**src/rtl/run_length_monitor_pkg.sv**
```systemverilog
`default_nettype none
// +------------------------------------------------------------------+
// | run_length_monitor_pkg : shared state encoding and default widths |
// | Revision 1.0                                                      |
// +------------------------------------------------------------------+
package run_length_monitor_pkg;

    localparam int c_CNT_W = 8;
    localparam int c_LEN_W = 6;

    typedef enum logic [1:0] {
        IDLE = 2'b00,
        RUN  = 2'b01,
        LONG = 2'b10
    } state_t;

endpackage
`default_nettype wire

```
**src/rtl/sat_inc.sv**
```systemverilog
`default_nettype none
// +------------------------------------------------------------------+
// | sat_inc : conditional increment that holds at all-ones            |
// | Revision 1.0                                                      |
// +------------------------------------------------------------------+
module sat_inc #(
    parameter int W = 8
) (
    input  logic [W-1:0] i_value,
    input  logic         i_en,
    output logic [W-1:0] o_value
);

    assign o_value = (i_en && (i_value != {W{1'b1}})) ? i_value + W'(1) : i_value;

endmodule
`default_nettype wire

```
**src/rtl/run_length_monitor.sv**
```systemverilog
`default_nettype none
// +------------------------------------------------------------------+
// | run_length_monitor : run statistics and sticky alarm on match z   |
// | Revision 1.0                                                      |
// +------------------------------------------------------------------+
module run_length_monitor
    import run_length_monitor_pkg::*;
#(
    parameter int CNT_W     = c_CNT_W,
    parameter int LEN_W     = c_LEN_W,
    parameter int ALARM_LEN = 4
) (
    input  logic             Clock,
    input  logic             Resetn,
    input  logic             z,
    input  logic             clr,
    output logic             busy,
    output logic [CNT_W-1:0] run_count,
    output logic [LEN_W-1:0] cur_len,
    output logic [LEN_W-1:0] last_len,
    output logic [LEN_W-1:0] max_len,
    output logic             run_done,
    output logic             alarm
);

    localparam logic [LEN_W-1:0] c_ALARM_LEN = LEN_W'(ALARM_LEN);

    state_t             r_state,     w_state_nxt;
    logic [CNT_W-1:0]   r_run_count, w_run_count_nxt;
    logic [LEN_W-1:0]   r_cur_len,   w_cur_len_nxt;
    logic [LEN_W-1:0]   r_last_len,  w_last_len_nxt;
    logic [LEN_W-1:0]   r_max_len,   w_max_len_nxt;
    logic               r_run_done,  w_run_done_nxt;
    logic               r_alarm,     w_alarm_nxt;

    logic               w_start;
    logic [CNT_W-1:0]   w_run_count_inc;
    logic [LEN_W-1:0]   w_cur_len_inc;

    assign w_start = (r_state == IDLE) && z;

    sat_inc #(.W(CNT_W)) u_run_count_inc (
        .i_value (r_run_count),
        .i_en    (w_start),
        .o_value (w_run_count_inc)
    );

    sat_inc #(.W(LEN_W)) u_cur_len_inc (
        .i_value (r_cur_len),
        .i_en    (z),
        .o_value (w_cur_len_inc)
    );

    always_ff @(posedge Clock or negedge Resetn) begin
        if (!Resetn) begin
            r_state     <= IDLE;
            r_run_count <= '0;
            r_cur_len   <= '0;
            r_last_len  <= '0;
            r_max_len   <= '0;
            r_run_done  <= 1'b0;
            r_alarm     <= 1'b0;
        end else begin
            r_state     <= w_state_nxt;
            r_run_count <= w_run_count_nxt;
            r_cur_len   <= w_cur_len_nxt;
            r_last_len  <= w_last_len_nxt;
            r_max_len   <= w_max_len_nxt;
            r_run_done  <= w_run_done_nxt;
            r_alarm     <= w_alarm_nxt;
        end
    end

    always_comb begin
        w_state_nxt     = r_state;
        w_run_count_nxt = r_run_count;
        w_cur_len_nxt   = r_cur_len;
        w_last_len_nxt  = r_last_len;
        w_max_len_nxt   = r_max_len;
        w_run_done_nxt  = 1'b0;
        w_alarm_nxt     = r_alarm;

        if (clr) begin
            w_state_nxt     = IDLE;
            w_run_count_nxt = '0;
            w_cur_len_nxt   = '0;
            w_last_len_nxt  = '0;
            w_max_len_nxt   = '0;
            w_alarm_nxt     = 1'b0;
        end else begin
            case (r_state)
                IDLE: begin
                    if (z) begin
                        w_state_nxt     = RUN;
                        w_cur_len_nxt   = LEN_W'(1);
                        w_run_count_nxt = w_run_count_inc;
                    end
                end
                RUN, LONG: begin
                    if (z) begin
                        w_cur_len_nxt = w_cur_len_inc;
                        // LONG only tracks length; alarm is already latched
                        if ((r_state == RUN) && (w_cur_len_inc >= c_ALARM_LEN)) begin
                            w_state_nxt = LONG;
                            w_alarm_nxt = 1'b1;
                        end
                    end else begin
                        w_state_nxt    = IDLE;
                        w_last_len_nxt = r_cur_len;
                        w_max_len_nxt  = (r_cur_len > r_max_len) ? r_cur_len : r_max_len;
                        w_cur_len_nxt  = '0;
                        w_run_done_nxt = 1'b1;
                    end
                end
                default: begin
                    w_state_nxt = IDLE;
                end
            endcase
        end
    end

    assign busy      = (r_state != IDLE);
    assign run_count = r_run_count;
    assign cur_len   = r_cur_len;
    assign last_len  = r_last_len;
    assign max_len   = r_max_len;
    assign run_done  = r_run_done;
    assign alarm     = r_alarm;

endmodule
`default_nettype wire
```
**config.mk**
```make
export PLATFORM = sky130hd
export DESIGN_NAME = run_length_monitor
export DESIGN_NICKNAME = d
export VERILOG_FILES = /design/src/rtl/run_length_monitor_pkg.sv /design/src/rtl/sat_inc.sv /design/src/rtl/run_length_monitor.sv
export SDC_FILE = /design/constraint.sdc
export NUM_CORES = 1
export LEC_CHECK = 0
export ABC_AREA = 1
export CORE_MARGIN = 3
export CORE_UTILIZATION = 30
export DETAILED_ROUTE_END_ITERATION = 12
export SLEW_MARGIN = 20
export SYNTH_ARGS = -nofsm -noshare
export SYNTH_HDL_FRONTEND = slang
export SYNTH_SLANG_ARGS = --single-unit
```
**constraint.sdc**
```tcl
create_clock -name Clock -period 1.55 [get_ports Clock]
set_input_delay 0.31 -clock Clock [delete_from_list [all_inputs] [get_ports Clock]]
set_output_delay 0.31 -clock Clock [all_outputs]
set_load 0.02 [all_outputs]
```
==> summary.md, run 1 <==
| Metric | Value |
|---|---|
| Outcome | `finished with violations` |
| Violated checks | `negative setup slack` |
| Via count | `~1700` |
| Post-synth EDFFs | `0` |
| Die footprint | `roughly 0.0065 mm^2` |
| Vias in the first global route | `roughly 1700` |
| Max_slew headroom | `a little over four fifths` |
| Syn nets | `234` |
| Wirelength per Cell | `12.37 um` |
| Total gr overflow | `0` |
| Setup TNS | `-0.2954 ns` |
| CORE AREA | `0.005270 mm^2` |
| Seq cells post-synth | `30` |
| All-Layer GR Usage | `between 10% and 20%` |
| Critical Path AT | `between 1.5 and 2 ns` |
| R2R cell count | `9` |
| Leak | `around 1.4 nW` |
| Initial antenna violation count | `0` |
| Fmax | `between 600 and 700 MHz` |
| Cells after Synth | `~220` |
| Antenna Cells | `0` |
| Placed instance area | `around 0.0025 mm^2` |
| # clock sinks | `30` |
| VDD IR max | `approximately 470 uV` |
| Crit path kind | `flip-flop to flip-flop` |
| Worst-path clk slew | `0.07 ns` |
| RR Endpoint | `max_len[3]` |
| Largest net degree at the start of global routing | `31` |
| Worst hold slack | `0.3902 ns` |
| Pre-CTS setup slack | `-0.2991 ns` |
| Mean post-synth cell area | `roughly 7.7 um^2` |
| Register area | `~770 um^2` |
| IO Count | `33` |
| Mapped Area | `0.001678 mm^2` |
| Hpwl dp | `around 3.3 mm` |
| CTS tree | `done` |
| Fraction of registers with async set/reset | `100.0%` |
| Site Rows | `26` |
| Reg2Reg Setup Slack | `-0.05 ns` |
| Final setup violation count | `8` |
| Hold buffers post-CTS | `0` |
| Layout cell share with drive strength beyond 1 | `between 40 and 50%` |
| Pwr Density | `about 840 mW/mm^2` |
| Via/cell ratio | `4.589` |
| # fillers | `approximately 530` |
| Final period util | `102.9%` |
| DRC | `0` |
| Area Overhead vs Synth | `67.34%` |
| Area occupied by multi-input gates | `0.001061 mm^2` |
| RSZ-0062 raised after global routing | `yes` |
| Max Clock Skew | `about 0.011 ns` |
| Die width | `between 80 and 90 um` |
| Predominant post-synthesis flop cell | `dfrtp_1` |
| Placer Congestion | `~0.82` |
| Die Y | `approximately 81 um` |
| Final Instance Area | `between 0.002 and 0.003 mm^2` |
| Final nets | `approximately 320` |
| Cts bufs inserted | `5` |
| Post-synthesis sequential area ratio | `roughly 45%` |
| Post-synth cell types | `21` |
| Initial Util | `roughly a third` |
| Pins Over Slew Limit | `0` |
| FF-to-FF Start | `cur_len[4]` |
| DRT Wirelength | `between 4 and 5 mm` |
| Clock buffer depth | `2` |
| Initial DRT Pass Iterations | `5` |
| Initial DRC Count | `about 90` |
| Total Power | `around 0.0024 W` |
| Clock Tree Root | `clkbuf_8` |
| CP Launch Type | `flip-flop` |
| PortBufs | `32` |
| Setup crit end kind | `flip-flop` |
| Antenna-violating nets left | `0` |
| Hold WC Path Type | `input port to asynchronous set/reset pin` |
| Final hold viol count | `0` |
| CP required | `1.71 ns` |
| # Max-Cap Violations | `0` |
| Yosys warns | `0` |
| CP max FO | `12` |
| Slew @ Worst Pin | `0.2397 ns` |
| First-pass GRT wire length | `roughly 7.5 mm` |
| Htree depth | `2` |
| Setup ws final | `-0.04542 ns` |
| Clock latency on the worst-skew pair | `~0.29 ns` |
| Final min period | `1.595 ns` |
## layout make-up
class	instances	area share (%)
clock inverters	2	0.3565
inverters	32	4.367
flip-flops and latches	30	27.32
well taps	70	3.119
repair buffers	79	24.47
multi-input cells	153	37.79
clock buffers	6	2.585
## flip-flops by register name (all words and copies together) (netlist names)
| register | count |
|---|---|
| run_count | 8 |
| cur_len | 6 |
| last_len | 6 |
| max_len | 6 |
| r_state | 2 |
| alarm | 1 |
| run_done | 1 |
## report_power, final
part / internal [W] / switching (W)
logic: 0.000412 / 0.000442
registers: 0.000841 / 0.0000514
clock network: 0.000311 / 0.000299
total: 0.00156 / 0.000792
## repair_timing
action,in CTS,in global routing
gates resized for setup,46,56
setup buffers,0,7
hold endpoints to repair,0,0
endpoints found under the setup margin,50,26
pin swaps,6,23
## layout by cell type (no fill, tap or decap), drive strengths merged
| cell | count |
|---|---|
| buf | 49 |
| dfrtp | 30 |
| nand4 | 2 |
| nor3 | 4 |
| nand2 | 58 |
| o211ai | 1 |
| dlymetal6s2s | 1 |
| a21oi | 8 |
| nor2 | 26 |
| clkbuf | 7 |
| clkdlybuf4s50 | 2 |
| a31oi | 2 |
| o22ai | 1 |
| o21ba | 1 |
| o21ai | 24 |
| clkinv | 2 |
| xor2 | 1 |
| ha | 11 |
| inv | 32 |
| nand3 | 12 |
| a22o | 1 |
| dlygate4sd2 | 26 |
| o31ai | 1 |
## per-layer routing
metal  vias up  routed length (um)  GRT usage (%)  part of all wire (%)
met5         -                   0              0                     0
met4         0                  61          4.899                   1.3
met3         9                 207          3.437                   4.5
met2        35                2234          25.83                    49
met1       794                2099          18.23                    46
li1        869                   -              -                     -
## critical path, cell delays in order (launching register included)
cell	delay, ns
dfrtp_2	0.44
ha_4	0.27
nand2_2	0.05
nor2_2	0.11
o21ai_1	0.07
o211ai_1	0.12
a31oi_1	0.11
buf_4	0.18
nand2_1	0.06
o21ai_1	0.06
## metrics by stage
step | util (%) | cells
after floorplan | - | 219
after global placement | 47.46 | 358
after detailed placement | 47.46 | 358
after CTS | 48.91 | 366
after global routing | 53.28 | 372
final | 53.28 | 372
## Yosys cell counts, types with 2 or more instances
cell type  count  share of area, %
nor2_2         3               1.1
nor2_1        23               5.1
dfrtp_1       30                45
inv_1         32               7.2
clkbuf_1       3              0.67
a21oi_1        8               2.4
a31oi_1        2              0.75
nor3_1         4               1.2
nand3_1       12               3.6
nand2_2        6               2.2
o21ai_0       24               7.2
nand2_1       52                12
nand4_1        2              0.75
ha_1          11               8.2
## worst max-delay path by stage
stage	end	from	slack [ns]
floorplan	max_len[2]	max_len[1]	-0.05
global placement	r_state[0]	z	-0.26
detailed placement	r_state[0]	z	-0.30
CTS	r_state[0]	cur_len[1]	-0.08
global route	max_len[3]	cur_len[0]	-0.19
finish	max_len[3]	cur_len[4]	-0.05
## logic make-up after synthesis
family                   after synthesis  share of synthesized area [%]
AND/OR/NAND/NOR                      102                          25.65
AO/OA/AOI/OAI                         39                          12.75
buffers and inverters                 36                          8.128
flip-flops                            30                          44.74
adder cells (fa/ha/maj)               11                          8.203
XOR/XNOR                               1                         0.5221
(Power assumes the default switching activity.)
==> run 2, diff against run 1 <==
--- a/config.mk
+++ b/config.mk
@@ -7,8 +7,9 @@
 export LEC_CHECK = 0
 export ABC_AREA = 1
 export CORE_MARGIN = 3
-export CORE_UTILIZATION = 30
+export CORE_UTILIZATION = 46
 export DETAILED_ROUTE_END_ITERATION = 12
+export PLACE_DENSITY = 0.75
 export SLEW_MARGIN = 20
 export SYNTH_ARGS = -nofsm -noshare
 export SYNTH_HDL_FRONTEND = slang
==> run 2 against run 1 <==
The flow still finishes with violations (negative setup slack). Clock power shrank 18%. Cell area is 5.9% lower. First-iteration DRC count is 25% lower. Flip-flop and latch count unchanged. Largest power group unchanged. Highest routed layer unchanged.
==> summary.md, run 2 (synthesis gave the netlist of run 1 again) <==
| Metric | Value |
|---|---|
| Outcome | `finished with violations` |
| Violated checks | `negative setup slack` |
| CP max FO | `12` |
| Wirelength per Cell | `around 14 um` |
| Critical path origin | `cur_len[1]` |
| # fillers | `between 200 and 300` |
| # Max-Cap Violations | `0` |
| Final hold viol count | `0` |
| Pwr Density | `832.5 mW/mm^2` |
| Crit-path slowest cell | `dfrtp_2` |
| Via count | `around 1700` |
| Die width | `about 66 um` |
| Slew @ Worst Pin | `about 0.28 ns` |
| Largest net degree at the start of global routing | `31` |
| CP Depth | `9` |
| Leak | `approximately 1.3 nW` |
| # clock sinks | `30` |
| Crit path kind | `flip-flop to flip-flop` |
| Worst setup endpoint | `max_len[0]` |
| IO Count | `33` |
| Post-Layout Cell Count | `between 300 and 400` |
| Cell Chain, Critical Path | `ha_4 -> inv_2 -> nor2_1 -> o21ai_1 -> o211ai_1 -> a31oi_1 -> buf_4 -> nand2_1 -> o21ai_1` |
| Via/cell ratio | `about 5` |
| Fin util | `between 70% and 80%` |
| FF-to-FF Start | `cur_len[1]` |
| Register area | `around 770 um^2` |
| All-Layer GR Usage | `a little over a fifth` |
| Layout cell share with drive strength beyond 1 | `between 40% and 50%` |
| Die Y | `66.40 um` |
| Area occupied by multi-input gates | `between 0.001 and 0.0015 mm^2` |
| Kind of cell adding the most delay to the critical path | `compound AO/OA/AOI/OAI gates` |
| Final min period | `1.643 ns` |
| Site Rows | `21` |
| DRT Wirelength | `~4.7 mm` |
| Placed instance count | `roughly 330` |
| Most common cell on crit path | `o21ai_1` |
| Initial DRC Count | `between 60 and 70` |
| Cts bufs inserted | `5` |
| Initial antenna violation count | `0` |
| Setup ws final | `-0.09300 ns` |
| DRC | `0` |
| Initial DRT Pass Iterations | `4` |
| Fmax | `around 610 MHz` |
| VDD IR max | `~680 uV` |
| PortBufs | `32` |
| Die footprint | `~0.0044 mm^2` |
| Hold buffers post-CTS | `0` |
| Clock Tree Root | `clkbuf_4` |
| CP Launch Type | `flip-flop` |
| Initial Util | `between 40% and 50%` |
| Max_slew headroom | `about four fifths` |
| Worst path bufs/invs | `2` |
| Clock buffer depth | `2` |
| Reg2Reg Setup Slack | `-0.09 ns` |
| Hold WC Path Type | `input port to asynchronous set/reset pin` |
| Final setup violation count | `10` |
| Worst-path clk slew | `approximately 0.1 ns` |
| Worst hold slack | `between 0.3 and 0.4 ns` |
| RSZ-0062 raised after global routing | `yes` |
| Area Overhead vs Synth | `57.49%` |
| Hpwl dp | `3.248 mm` |
| Setup crit end kind | `flip-flop` |
| RR Endpoint | `max_len[0]` |
| Htree depth | `2` |
| CP required | `between 1.5 and 2 ns` |
| Clock latency on the worst-skew pair | `roughly 0.33 ns` |
| Commonest cells after routing, fill and taps aside | `nand2_1, buf_4, inv_1, dlygate4sd2_1, dfrtp_1` |
| Final nets | `slightly above 300` |
| Crit-path max cell delay | `roughly 0.47 ns` |
| Total gr overflow | `0` |
| Final period util | `106.0%` |
| First-pass GRT wire length | `7.224 mm` |
| R2R cell count | `9` |
| Most common cell after layout, fill and taps aside | `nand2_1` |
| Antenna-violating nets left | `0` |
| Vias in the first global route | `~1700` |
| Antenna Cells | `0` |
| Max reg flops | `8` |
| Max Clock Skew | `between 0.007 and 0.008 ns` |
| Pins Over Slew Limit | `0` |
| Critical Path AT | `about 1.9 ns` |
| CORE AREA | `between 0.003 and 0.004 mm^2` |
| CTS tree | `done` |
| Pre-CTS setup slack | `-0.2568 ns` |
| Placer Congestion | `about 0.81` |
-- run 2: final cells by class --
cell class / instances / share of cell area [%]
multi-input combinational: 153 / 38.83
sequential: 30 / 29.02
timing repair buffer: 74 / 23.15
inverter: 32 / 4.545
tap: 46 / 2.178
clock buffer: 7 / 2.083
clock inverter: 1 / 0.1894
-- run 2: per-layer routing --
layer,up-vias,GRT usage (%),routed length [um]
li1,855,-,-
met1,789,25.05,1935
met2,56,39.65,2448
met3,13,5.102,229
met4,0,6.091,106
met5,-,0,0
-- run 2: timing repair --
item / CTS / global route
pin swaps: 2 / 19
endpoints found under the setup margin: 44 / 36
cloned: 0 / 0
gates resized for setup: 54 / 50
setup buffers: 1 / 0
-- run 2: worst min-delay path by stage --
| stage | start | end | slack, ns | cells past startpoint |
|---|---|---|---|---|
| after detailed placement | r_state[1] | r_state[1] | 0.47 | 2 |
| after global placement | alarm | alarm | 0.46 | 2 |
| after global routing | Resetn | last_len[5] | 0.33 | 2 |
| after CTS | Resetn | last_len[3] | 0.34 | 2 |
| after floorplan | Resetn | alarm | 0.01 | 0 |
| final | Resetn | last_len[5] | 0.33 | 2 |
-- run 2: per-stage QoR --
stage	area [um^2]	setup TNS (ns)	power [W]
after floorplan	1780	-0.3315	0.001262
after global placement	2471	-2.489	0.001615
after detailed placement	2471	-3.025	0.001632
after CTS	2541	-0.3805	0.002114
after global routing	2643	-2.011	0.002344
final	2643	-0.3907	0.002200
-- run 2: report_power, final --
group	total, W	switching [W]	leakage, nW	internal (W)
Sequential	0.000898	0.0000577	0.391	0.000840
Combinational	0.000801	0.000435	0.905	0.000367
Clock	0.000500	0.000281	0.0353	0.000220
Total	0.00220	0.000773	1.33	0.00143
==> run 3, diff against run 2 <==
--- a/config.mk
+++ b/config.mk
@@ -5,11 +5,11 @@
 export SDC_FILE = /design/constraint.sdc
 export NUM_CORES = 1
 export LEC_CHECK = 0
-export ABC_AREA = 1
 export CORE_MARGIN = 3
-export CORE_UTILIZATION = 46
+export CORE_UTILIZATION = 56
 export DETAILED_ROUTE_END_ITERATION = 12
-export PLACE_DENSITY = 0.75
+export DONT_BUFFER_PORTS = 1
+export PLACE_DENSITY = 0.74
 export SLEW_MARGIN = 20
 export SYNTH_ARGS = -nofsm -noshare
 export SYNTH_HDL_FRONTEND = slang
==> run 3 against run 2 <==
The flow still finishes with violations (negative setup slack). Register-to-register slack worse by 0.08 ns. Hold slack worse by 0.31 ns. Critical path depth is 2 lower. Core utilization is 5.4 points higher. Synthesized area is 9.2% higher. Largest power group is now combinational logic.
==> summary.md, run 3 <==
| Metric | Value |
|---|---|
| Cell taking the most area after synthesis | `dfrtp_1` |
| Initial DRT Pass Iterations | `4` |
| Predominant post-synthesis flop cell | `dfrtp_1` |
| Yosys warns | `0` |
| Most numerous cell in the Yosys netlist | `dfrtp_1` |
| Crit path kind | `flip-flop to flip-flop` |
| Htree depth | `2` |
| Leak | `1.106 nW` |
| Crit-path slowest cell | `dfrtp_2` |
| Post-synthesis mux area share | `under 10%` |
| Hpwl dp | `~3.2 mm` |
| Cells after Synth | `189` |
| Layout cell share with drive strength beyond 1 | `a little over two fifths` |
| NetSw | `~0.00096 W` |
| Largest family of logic cells by synthesized area | `simple AND/OR/NAND/NOR gates` |
| Pins Over Slew Limit | `0` |
| Cts bufs inserted | `5` |
| Slew @ Worst Pin | `between 0.3 and 0.4 ns` |
| Clock Power Share | `~20%` |
| Outcome | `finished with violations` |
| Initial Util | `59.51%` |
| Via count | `about 1700` |
| CP max FO | `6` |
| Worst hold slack | `0.01807 ns` |
| Critical Path AT | `about 2.0 ns` |
| Clock Tree Root | `clkbuf_4` |
| Post-Synth Simple-Gate Area | `a little over a fifth` |
| # clock sinks | `30` |
| Violated checks | `negative setup slack` |
| Setup crit end kind | `flip-flop` |
| P_int | `between 0.0015 and 0.002 W` |
| Commonest cells after routing, fill and taps aside | `buf_4, dfrtp_1, nand2b_1, nor2_1, mux2i_1` |
| Vias in the first global route | `between 1500 and 2000` |
| Post-synthesis sequential area ratio | `approximately two fifths` |
| Final setup violation count | `15` |
| Final min period | `between 1.5 and 2 ns` |
| Largest net degree at the start of global routing | `37` |
| CP Launch Type | `flip-flop` |
| CTS tree | `done` |
| Total gr overflow | `0` |
| Site Rows | `20` |
| Post-Layout Cell Count | `280` |
| Flop pwr share | `around a third` |
| Synth cell count leaders | `dfrtp_1, nand2b_1, inv_1` |
| XOR/XNOR Fraction of Synth Area | `0.9563%` |
| Fraction of registers with async set/reset | `between 90% and 100%` |
| DRC | `0` |
| Initial DRC Count | `97` |
| Setup ws final | `-0.1691 ns` |
| CORE AREA | `between 0.003 and 0.004 mm^2` |
| VDD IR max | `between 900 and 1000 uV` |
| Clock buffer depth | `2` |
| Mean post-synth cell area | `~9.7 um^2` |
| Clock latency on the worst-skew pair | `about 0.34 ns` |
| Max reg flops | `8` |
| Die Y | `63.19 um` |
| Hold WC Path Type | `input port to flip-flop` |
| Most common cell after layout, fill and taps aside | `buf_4` |
| Adder-cell share of the synthesized area | `7.514%` |
| Setup TNS | `-1.417 ns` |
| All-Layer GR Usage | `around a quarter` |
| Total Power | `approximately 0.0026 W` |
| # fillers | `around 190` |
| IO Count | `33` |
| Synth Area in Compound Gates | `between 10% and 20%` |
| Fmax | `slightly below 600 MHz` |
| Placer Congestion | `between 0.8 and 0.9` |
| Final nets | `250` |
| PortBufs | `0` |
| Max_slew headroom | `74.16%` |
| Mapped Area | `0.001832 mm^2` |
| Post-synth EDFFs | `0` |
| Largest cells by area after synthesis | `dfrtp_1, ha_1, mux2i_1, nand2b_1, a21oi_1` |
| Antenna-violating nets left | `0` |
| Via/cell ratio | `around 6` |
| Initial antenna violation count | `0` |
| Area share of the largest cell type after synthesis | `around two fifths` |
| Final hold viol count | `0` |
| Hold path cells | `1` |
| Area Overhead vs Synth | `39.14%` |
| Crit-path max cell delay | `approximately 0.42 ns` |
| Combinational power share | `45.9%` |
| Register area | `between 700 and 800 um^2` |
| RSZ-0062 raised after global routing | `yes` |
| Syn nets | `around 200` |
| Max Clock Skew | `approximately 0.006 ns` |
| Fin util | `between 80% and 90%` |
| Placed instance count | `262` |
| DRT Wirelength | `5.283 mm` |
| Die footprint | `roughly 0.004 mm^2` |
| Cell Chain, Critical Path | `inv_2 -> ha_4 -> and4_1 -> a31o_1 -> a31oi_4 -> buf_12 -> mux2i_2` |
| CP required | `~1.8 ns` |
| Final period util | `110.9%` |
| Seq cells post-synth | `30` |
| First-pass GRT wire length | `roughly 8.2 mm` |
| Switching Share | `about 37%` |
| Pwr Density | `slightly above 1000 mW/mm^2` |
| Wirelength per Cell | `between 15 and 20 um` |
| # Max-Cap Violations | `0` |
| Antenna Cells | `0` |
| Post-synth cell types | `between 40 and 50` |
| Area occupied by multi-input gates | `0.001172 mm^2` |
| Worst-path clk slew | `around 0.11 ns` |
| R2R cell count | `7` |
| Die width | `between 60 and 70 um` |
## run 3: changes by cell type after synthesis, sizes merged, moves of 4 or more
cell and delta:
a21oi +4, and3 +5, and4 +4, inv -18
mux2i +13, nand2 -53, nand2b +15, nand3 -8
nand3b +4, nor2 -14, o21ai -16
## run 3: metrics by stage
stage | area [um^2] | worst slack [ns]
3_3_place_gp | 2190 | -0.09637
5_1_grt | 2549 | -0.2283
2_1_floorplan | 1894 | -0.1219
6_report | 2549 | -0.1691
4_1_cts | 2394 | -0.1211
3_5_place_dp | 2190 | -0.1658
## run 3: final cells by class
type                       count  area share (%)
clock inverter                 2          0.4909
clock buffer                   6           2.013
inverter                      14           2.258
timing repair buffer          49           17.23
sequential                    30           29.85
tap                           44           2.160
multi-input combinational    135           46.00
## run 3: worst paths after layout
| path | from | end | slack [ns] |
|---|---|---|---|
| setup / recovery | max_len[5] | max_len[0] | -0.17 |
| hold / removal | clr | r_state[1] | 0.02 |
| setup reg to reg | max_len[5] | max_len[0] | -0.17 |
| hold reg to reg | run_count[1] | run_count[1] | 0.60 |
| max in group asynchronous | Resetn | cur_len[0] | 0.96 |
| min in group asynchronous | Resetn | max_len[2] | 0.41 |
## run 3: timing repair
item | 4_1_cts | 5_1_grt
resized for setup | 23 | 26
pin swaps | 10 | 15
endpoints found under the hold margin | 30 | 4
hold buffers | 2 | 1
setup buffers | 3 | 6
setup endpoints to repair | 21 | 22
## run 3: critical path, delay by kind of cell (launching register included)
family | cells | cell delay [ns]
and+or+nand+nor | 1 | 0.21
muxes | 1 | 0.20
DFF | 1 | 0.42
AOI/OAI and AO/OA | 2 | 0.38
adders and majority gates | 1 | 0.20
buffers and inverters | 2 | 0.22
## run 3: metal layers
layer / part of all wire [%] / routed length (um) / vias up / track usage [%]
met4: 1.5 / 81 / 0 / 10.51
met1: 38 / 2015 / 846 / 27.97
met5: 0 / 0 / - / 0
met3: 5.3 / 281 / 8 / 6.239
met2: 55 / 2905 / 59 / 50.20
li1: - / - / 776 / -
## run 3: cell families after synthesis
logic type / after synthesis
mux: 14
compound gates: 44
fa+ha+maj: 11
buf+inv: 24
xor+xnor: 2
flops: 30
simple gates: 64
## run 3: power by group through the flow
stage / combinational [W] / sequential (W) / clock, W
floorplan: 0.000531 / 0.000951 / 0
global placement: 0.000864 / 0.000900 / 0
detailed placement: 0.000902 / 0.000903 / 0
CTS: 0.00103 / 0.000888 / 0.000529
global route: 0.00128 / 0.000895 / 0.000574
finish: 0.00120 / 0.000889 / 0.000525
